**src/rtl/if_id_stage_pkg.sv**
```systemverilog
// Shared fetch/decode pipeline definitions.
// Constants, fetch FSM states and the IF/ID slot bundle.
package if_id_stage_pkg;

  localparam int XLEN = 32;

  localparam logic [XLEN-1:0] NOP_INSTR_DEFAULT = 32'h0000_0013;
  localparam logic [XLEN-1:0] RESET_PC_DEFAULT  = 32'h0000_0000;
  localparam logic [XLEN-1:0] PC_STEP           = 32'd4;

  typedef enum logic {
    RUN,
    HOLD
  } fetch_state_t;

  typedef enum logic [1:0] {
    OP_ADV,
    OP_HOLD,
    OP_FLUSH
  } edge_op_t;

  typedef struct packed {
    logic            valid;
    logic [XLEN-1:0] pc;
  } id_slot_t;

  // Flush beats stall; stall beats advance.
  function automatic edge_op_t edge_op(
    input logic flush,
    input logic stall
  );
    if (flush) return OP_FLUSH;
    if (stall) return OP_HOLD;
    return OP_ADV;
  endfunction

  function automatic logic [XLEN-1:0] align_pc(
    input logic [XLEN-1:0] a
  );
    return {a[XLEN-1:2], 2'b00};
  endfunction

endpackage

```
**src/rtl/if_id_stage_fetch_pc_reg.sv**
```systemverilog
// Fetch program counter register.
// Holds pc, steps by 4 and takes word-aligned redirects.
module fetch_pc_reg
  import if_id_stage_pkg::*;
#(
  parameter logic [XLEN-1:0] RESET_PC = RESET_PC_DEFAULT
) (
  input  logic            clk_i,
  input  logic            rst_ni,
  input  logic            stall_i,
  input  logic            flush_i,
  input  logic [XLEN-1:0] redirect_pc_i,
  output logic [XLEN-1:0] pc_o
);

  logic [XLEN-1:0] pc_q;
  logic [XLEN-1:0] pc_d;
  edge_op_t        op;

  assign op = edge_op(flush_i, stall_i);

  always_comb begin
    pc_d = pc_q;
    unique case (op)
      OP_FLUSH: pc_d = align_pc(redirect_pc_i);
      OP_HOLD:  pc_d = pc_q;
      OP_ADV:   pc_d = pc_q + PC_STEP;
      default:  pc_d = pc_q;
    endcase
  end

  always_ff @(posedge clk_i or negedge rst_ni) begin
    if (!rst_ni) begin
      pc_q <= RESET_PC;
    end else begin
      pc_q <= pc_d;
    end
  end

  assign pc_o = pc_q;

endmodule

```
**src/rtl/if_id_stage.sv**
```systemverilog
// Fetch stage and IF/ID pipeline register.
// Drives the sync imem, holds IR across stalls, bubbles on redirect.
module if_id_stage
  import if_id_stage_pkg::*;
#(
  parameter logic [XLEN-1:0] RESET_PC  = RESET_PC_DEFAULT,
  parameter logic [XLEN-1:0] NOP_INSTR = NOP_INSTR_DEFAULT
) (
  input  logic            clk_i,
  input  logic            rst_ni,
  input  logic            stall_i,
  input  logic            flush_i,
  input  logic [XLEN-1:0] redirect_pc_i,
  output logic [XLEN-1:0] imem_addr_o,
  input  logic [XLEN-1:0] imem_rdata_i,
  output logic [XLEN-1:0] ir_o,
  output logic [XLEN-1:0] id_pc_o,
  output logic [XLEN-1:0] id_pc_plus4_o,
  output logic            id_valid_o
);

  logic [XLEN-1:0] pc_q;
  id_slot_t        id_q;
  logic [XLEN-1:0] hold_q;
  fetch_state_t    state_q;
  edge_op_t        op;

  fetch_pc_reg #(
    .RESET_PC (RESET_PC)
  ) u_pc (
    .clk_i         (clk_i),
    .rst_ni        (rst_ni),
    .stall_i       (stall_i),
    .flush_i       (flush_i),
    .redirect_pc_i (redirect_pc_i),
    .pc_o          (pc_q)
  );

  assign op = edge_op(flush_i, stall_i);

  // imem data lives one cycle, so the first stall edge parks it in hold_q.
  always_ff @(posedge clk_i or negedge rst_ni) begin
    if (!rst_ni) begin
      id_q    <= '{valid: 1'b0, pc: '0};
      hold_q  <= NOP_INSTR;
      state_q <= RUN;
    end else begin
      unique case (op)
        OP_FLUSH: begin
          id_q.valid <= 1'b0;
          state_q    <= RUN;
        end
        OP_HOLD: begin
          if (state_q == RUN) begin
            hold_q  <= imem_rdata_i;
            state_q <= HOLD;
          end
        end
        OP_ADV: begin
          id_q    <= '{valid: 1'b1, pc: pc_q};
          state_q <= RUN;
        end
        default: begin
          state_q <= state_q;
        end
      endcase
    end
  end

  assign imem_addr_o   = pc_q;
  assign id_pc_o       = id_q.pc;
  assign id_pc_plus4_o = id_q.pc + PC_STEP;
  assign id_valid_o    = id_q.valid;

  assign ir_o = !id_q.valid       ? NOP_INSTR :
                (state_q == HOLD) ? hold_q    :
                                    imem_rdata_i;

endmodule

```
**config.mk**
```make
export PLATFORM = sky130hd
export DESIGN_NAME = if_id_stage
export DESIGN_NICKNAME = d
export VERILOG_FILES = /design/src/rtl/if_id_stage_pkg.sv /design/src/rtl/if_id_stage_fetch_pc_reg.sv /design/src/rtl/if_id_stage.sv
export SDC_FILE = /design/constraint.sdc
export NUM_CORES = 1
export LEC_CHECK = 0
export ABC_AREA = 0
export CAP_MARGIN = 15
export CELL_PAD_IN_SITES_DETAIL_PLACEMENT = 1
export CELL_PAD_IN_SITES_GLOBAL_PLACEMENT = 1
export CORE_MARGIN = 2
export CORE_UTILIZATION = 33
export DETAILED_ROUTE_END_ITERATION = 8
export PLACE_DENSITY = 0.77
export SLEW_MARGIN = 10
export SYNTH_ARGS = -nofsm -noshare
export SYNTH_HDL_FRONTEND = slang
export SYNTH_SLANG_ARGS = --single-unit
```
**constraint.sdc**
```tcl
create_clock -name clk_i -period 2.4 [get_ports clk_i]
set_input_delay 0.36 -clock clk_i [delete_from_list [all_inputs] [get_ports clk_i]]
set_output_delay 0.36 -clock clk_i [all_outputs]
set_load 0.01 [all_outputs]
```
==> impl_metrics.toml <==
[clock_tree]
cts_buffers = 9
cts_root_buf = "clkbuf_16"
clk_pin_slew_ns = 0.06
cts_tree = "done"
ctsHtreeMaxLevel = 3
clk_latency_ns = 0.35
numClockSinks = 94
clockBufferDepth = 2

[sta]
final_max_slew_viol_count = 0
fin_crit_sh = 1.07
tightest_slew_ns = 0.719
fin_ws_ns = -0.169
finClkSkew_ns = 0.00649
hold_viol_final = 0
relSlewSlack = 0.520
max_freq_ghz = 0.389
rsz0062_at_grt = "true"
hold_ws_ns = 0.0222
final-setup-viol-count = 10
period_needed_ns = 2.57

[floorplan]
io_pins = 197
die_height_um = 130
num_rows = 45
coreArea_mm2 = 0.0153
start_util = 0.340
dieArea_mm2 = 0.0168
die_w_um = 130

[synth]
synth-edff-count = 0
syn_area_mm2 = 0.00520
ys_ff_latch = 94
synthFlopType = "dfrtp_1"
yosys.area.top_type_share = 0.438
syn_inst = 511
yosysTopAreaCell = "dfrtp_1"
yosysSeqAreaShare = 0.453
synthArstFlopShare = 1.00
synth_cell_types = 42
avgSynthCellArea_um2 = 10.2
synth_area_leaders = "dfrtp_1 44%, mux2_2 12%, mux2i_1 6.4%"
yosysWarnings = 0

[worst_setup_path]
setup.worst_path.start = "id_pc_o[8]"
crit_top_cell = "buf_12"
r2r_start = "u_pc.pc_o[2]"
crit_required_ns = 2.04
path_max_fanout = 5
rr_worst_depth = 5
worstPathArrival_ns = 2.21
cp_slowest_cell = "or4b_4"
worstSetupPathDepth = 7
r2r_slack_ns = 0.34
start_kind = "register"
worstSetupPathType = "register to output port"
cp-end-kind = "output port"
crit_buf_inv = 3
timing.rr.end = "u_pc.pc_o[28]"
critPathMaxStageDelay_ns = 0.51
worstPathCellList = "and4_1 > or4b_4 > buf_12 > buf_12 > nor4_4 > xor2_1 > buf_2"
crit_family = "simple AND/OR/NAND/NOR gates"

[pwr]
powerDensity_mw_per_mm2 = 640
p_leak_nw = 3.39
peakVddDrop_v = 0.000360

[routing]
initialDrtViolationCount = 176
num_vias = 4868
firstDrtPassIters = 4
wl_per_cell_um = 18.6
via_per_inst = 5.11
wl_mm = 17.7
postRouteAntennaNets = 0
drc = 0

[global_route]
grt_use_total = 0.214
antenna_found_initial = 0
grt_pass1_vias = 5104
grt.overflow.total = 0
grt_max_degree = 48
grt_pass1_wl_mm = 27.8

[cells_and_area]
layout.nets = 807
antenna_cells = 0
drive_gt1_frac = 0.240
final_util = 0.532
area_growth_pct = 56.6
stdcell_count = 953

[place]
port_buffers = 188
dpl.cell_count = 928
hpwlAfterDp_mm = 13.2
gp_congestion = 0.843

[status]
outcome = "finished, violations left"
failed_checks = "setup timing"

[min_path]
hold_path.class = "input pin to async pin"

[flow_run]
maxCapViolations = 0
[registers in the layout, indices dropped and copies added (netlist names)]
register / flops
u_pc.pc_o: 30
hold_q: 32
id_valid_o: 1
id_pc_o: 30
state_q: 1
[routing by layer]
metal,track usage,up-vias,part of all wire
met5,0,-,0
met4,0.0721,0,0.018
met3,0.0434,22,0.057
met2,0.374,152,0.51
met1,0.264,2437,0.42
li1,-,2257,-
[area by class of cell]
class	instances	area (µm²)
clock buffers	12	267
clock inverters	4	52.6
fillers	1696	7170
inverters	11	41.3
multi-input cells	373	2790
flip-flops and latches	94	2360
well taps	211	264
repair buffers	248	2370
[cells in the final DEF, fill, tap and decap left out, types with 4 or more instances in the layout]
cell type	n
clkdlybuf4s50_1	164
dfrtp_1	90
mux2_2	55
buf_4	47
nand2_1	44
nor2_1	44
mux2i_1	33
o21ai_0	25
xor2_1	21
nand3_1	18
xnor2_1	18
nand4_1	16
buf_2	16
inv_1	11
a31oi_1	11
or4_1	10
o31ai_1	9
clkbuf_16	9
buf_12	9
nor3_4	8
and4_1	7
and3_1	7
conb_1	6
dlygate4sd2_1	4
buf_6	4
[cells in the mapped netlist (all sizes together) (2+ instances only)]
cell type,instances
dfrtp,91
clkbuf,18
xor2,22
ha,2
nor4,3
nand4,16
xnor2,19
or4,10
and2,2
o31a,2
and4,9
and3,7
dfstp,3
inv,11
a31oi,11
buf,20
nor2b,4
and4b,2
o31ai,9
nor3,9
nand3,21
mux2,55
nand2b,3
o311ai,2
o21ai,25
nand2,44
mux2i,33
nor2,49
[cell families (layout without fill, tap and decap cells)]
group / after synthesis / in the layout / synth area share
buffers and inverters: 49 / 275 / 0.0440
DFF: 94 / 94 / 0.453
muxes: 88 / 88 / 0.183
xor gates and xnor gates: 41 / 41 / 0.0691
and+or+nand+nor: 182 / 182 / 0.181
adders and majority gates: 2 / 2 / 0.00481
AOI/OAI and AO/OA: 54 / 54 / 0.0647
other: 1 / 6 / 0.000721
[metrics by stage]
| stage | cell area [µm²] | worst slack (ns) | setup TNS, ns | power (mW) |
|---|---|---|---|---|
| 2_1_floorplan | 5220 | 0.223 | 0 | 2.70 |
| 3_3_place_gp | 7640 | -0.149 | -1.19 | 3.68 |
| 4_1_cts | 8070 | -0.208 | -1.24 | 5.27 |
| 3_5_place_dp | 7640 | -0.238 | -2.19 | 3.75 |
| 6_report | 8140 | -0.169 | -1.04 | 5.21 |
| 5_1_grt | 8140 | -0.254 | -2.08 | 5.48 |
[what timing repair did]
item | in CTS | in global routing
hold buffers | 0 | 0
cloned | 1 | 0
gates resized for setup | 94 | 24
setup buffers | 4 | 4
endpoints found under the setup margin | 24 | 19
pin swaps | 10 | 15
[report_power, final]
group / total, mW / switching (mW) / internal, mW
Combinational: 1.65 / 0.733 / 0.921
Sequential: 2.03 / 0.199 / 1.83
Clock: 1.53 / 0.632 / 0.897
[worst max path at each step]
| stage | end | slack, ns |
|---|---|---|
| after CTS | id_pc_plus4_o[31] | -0.21 |
| after global routing | id_pc_plus4_o[31] | -0.25 |
| after floorplan | id_pc_plus4_o[23] | 0.22 |
| after global placement | id_pc_plus4_o[23] | -0.15 |
| final | id_pc_plus4_o[31] | -0.17 |
| after detailed placement | id_pc_plus4_o[31] | -0.24 |
(Power assumes the default switching activity.)
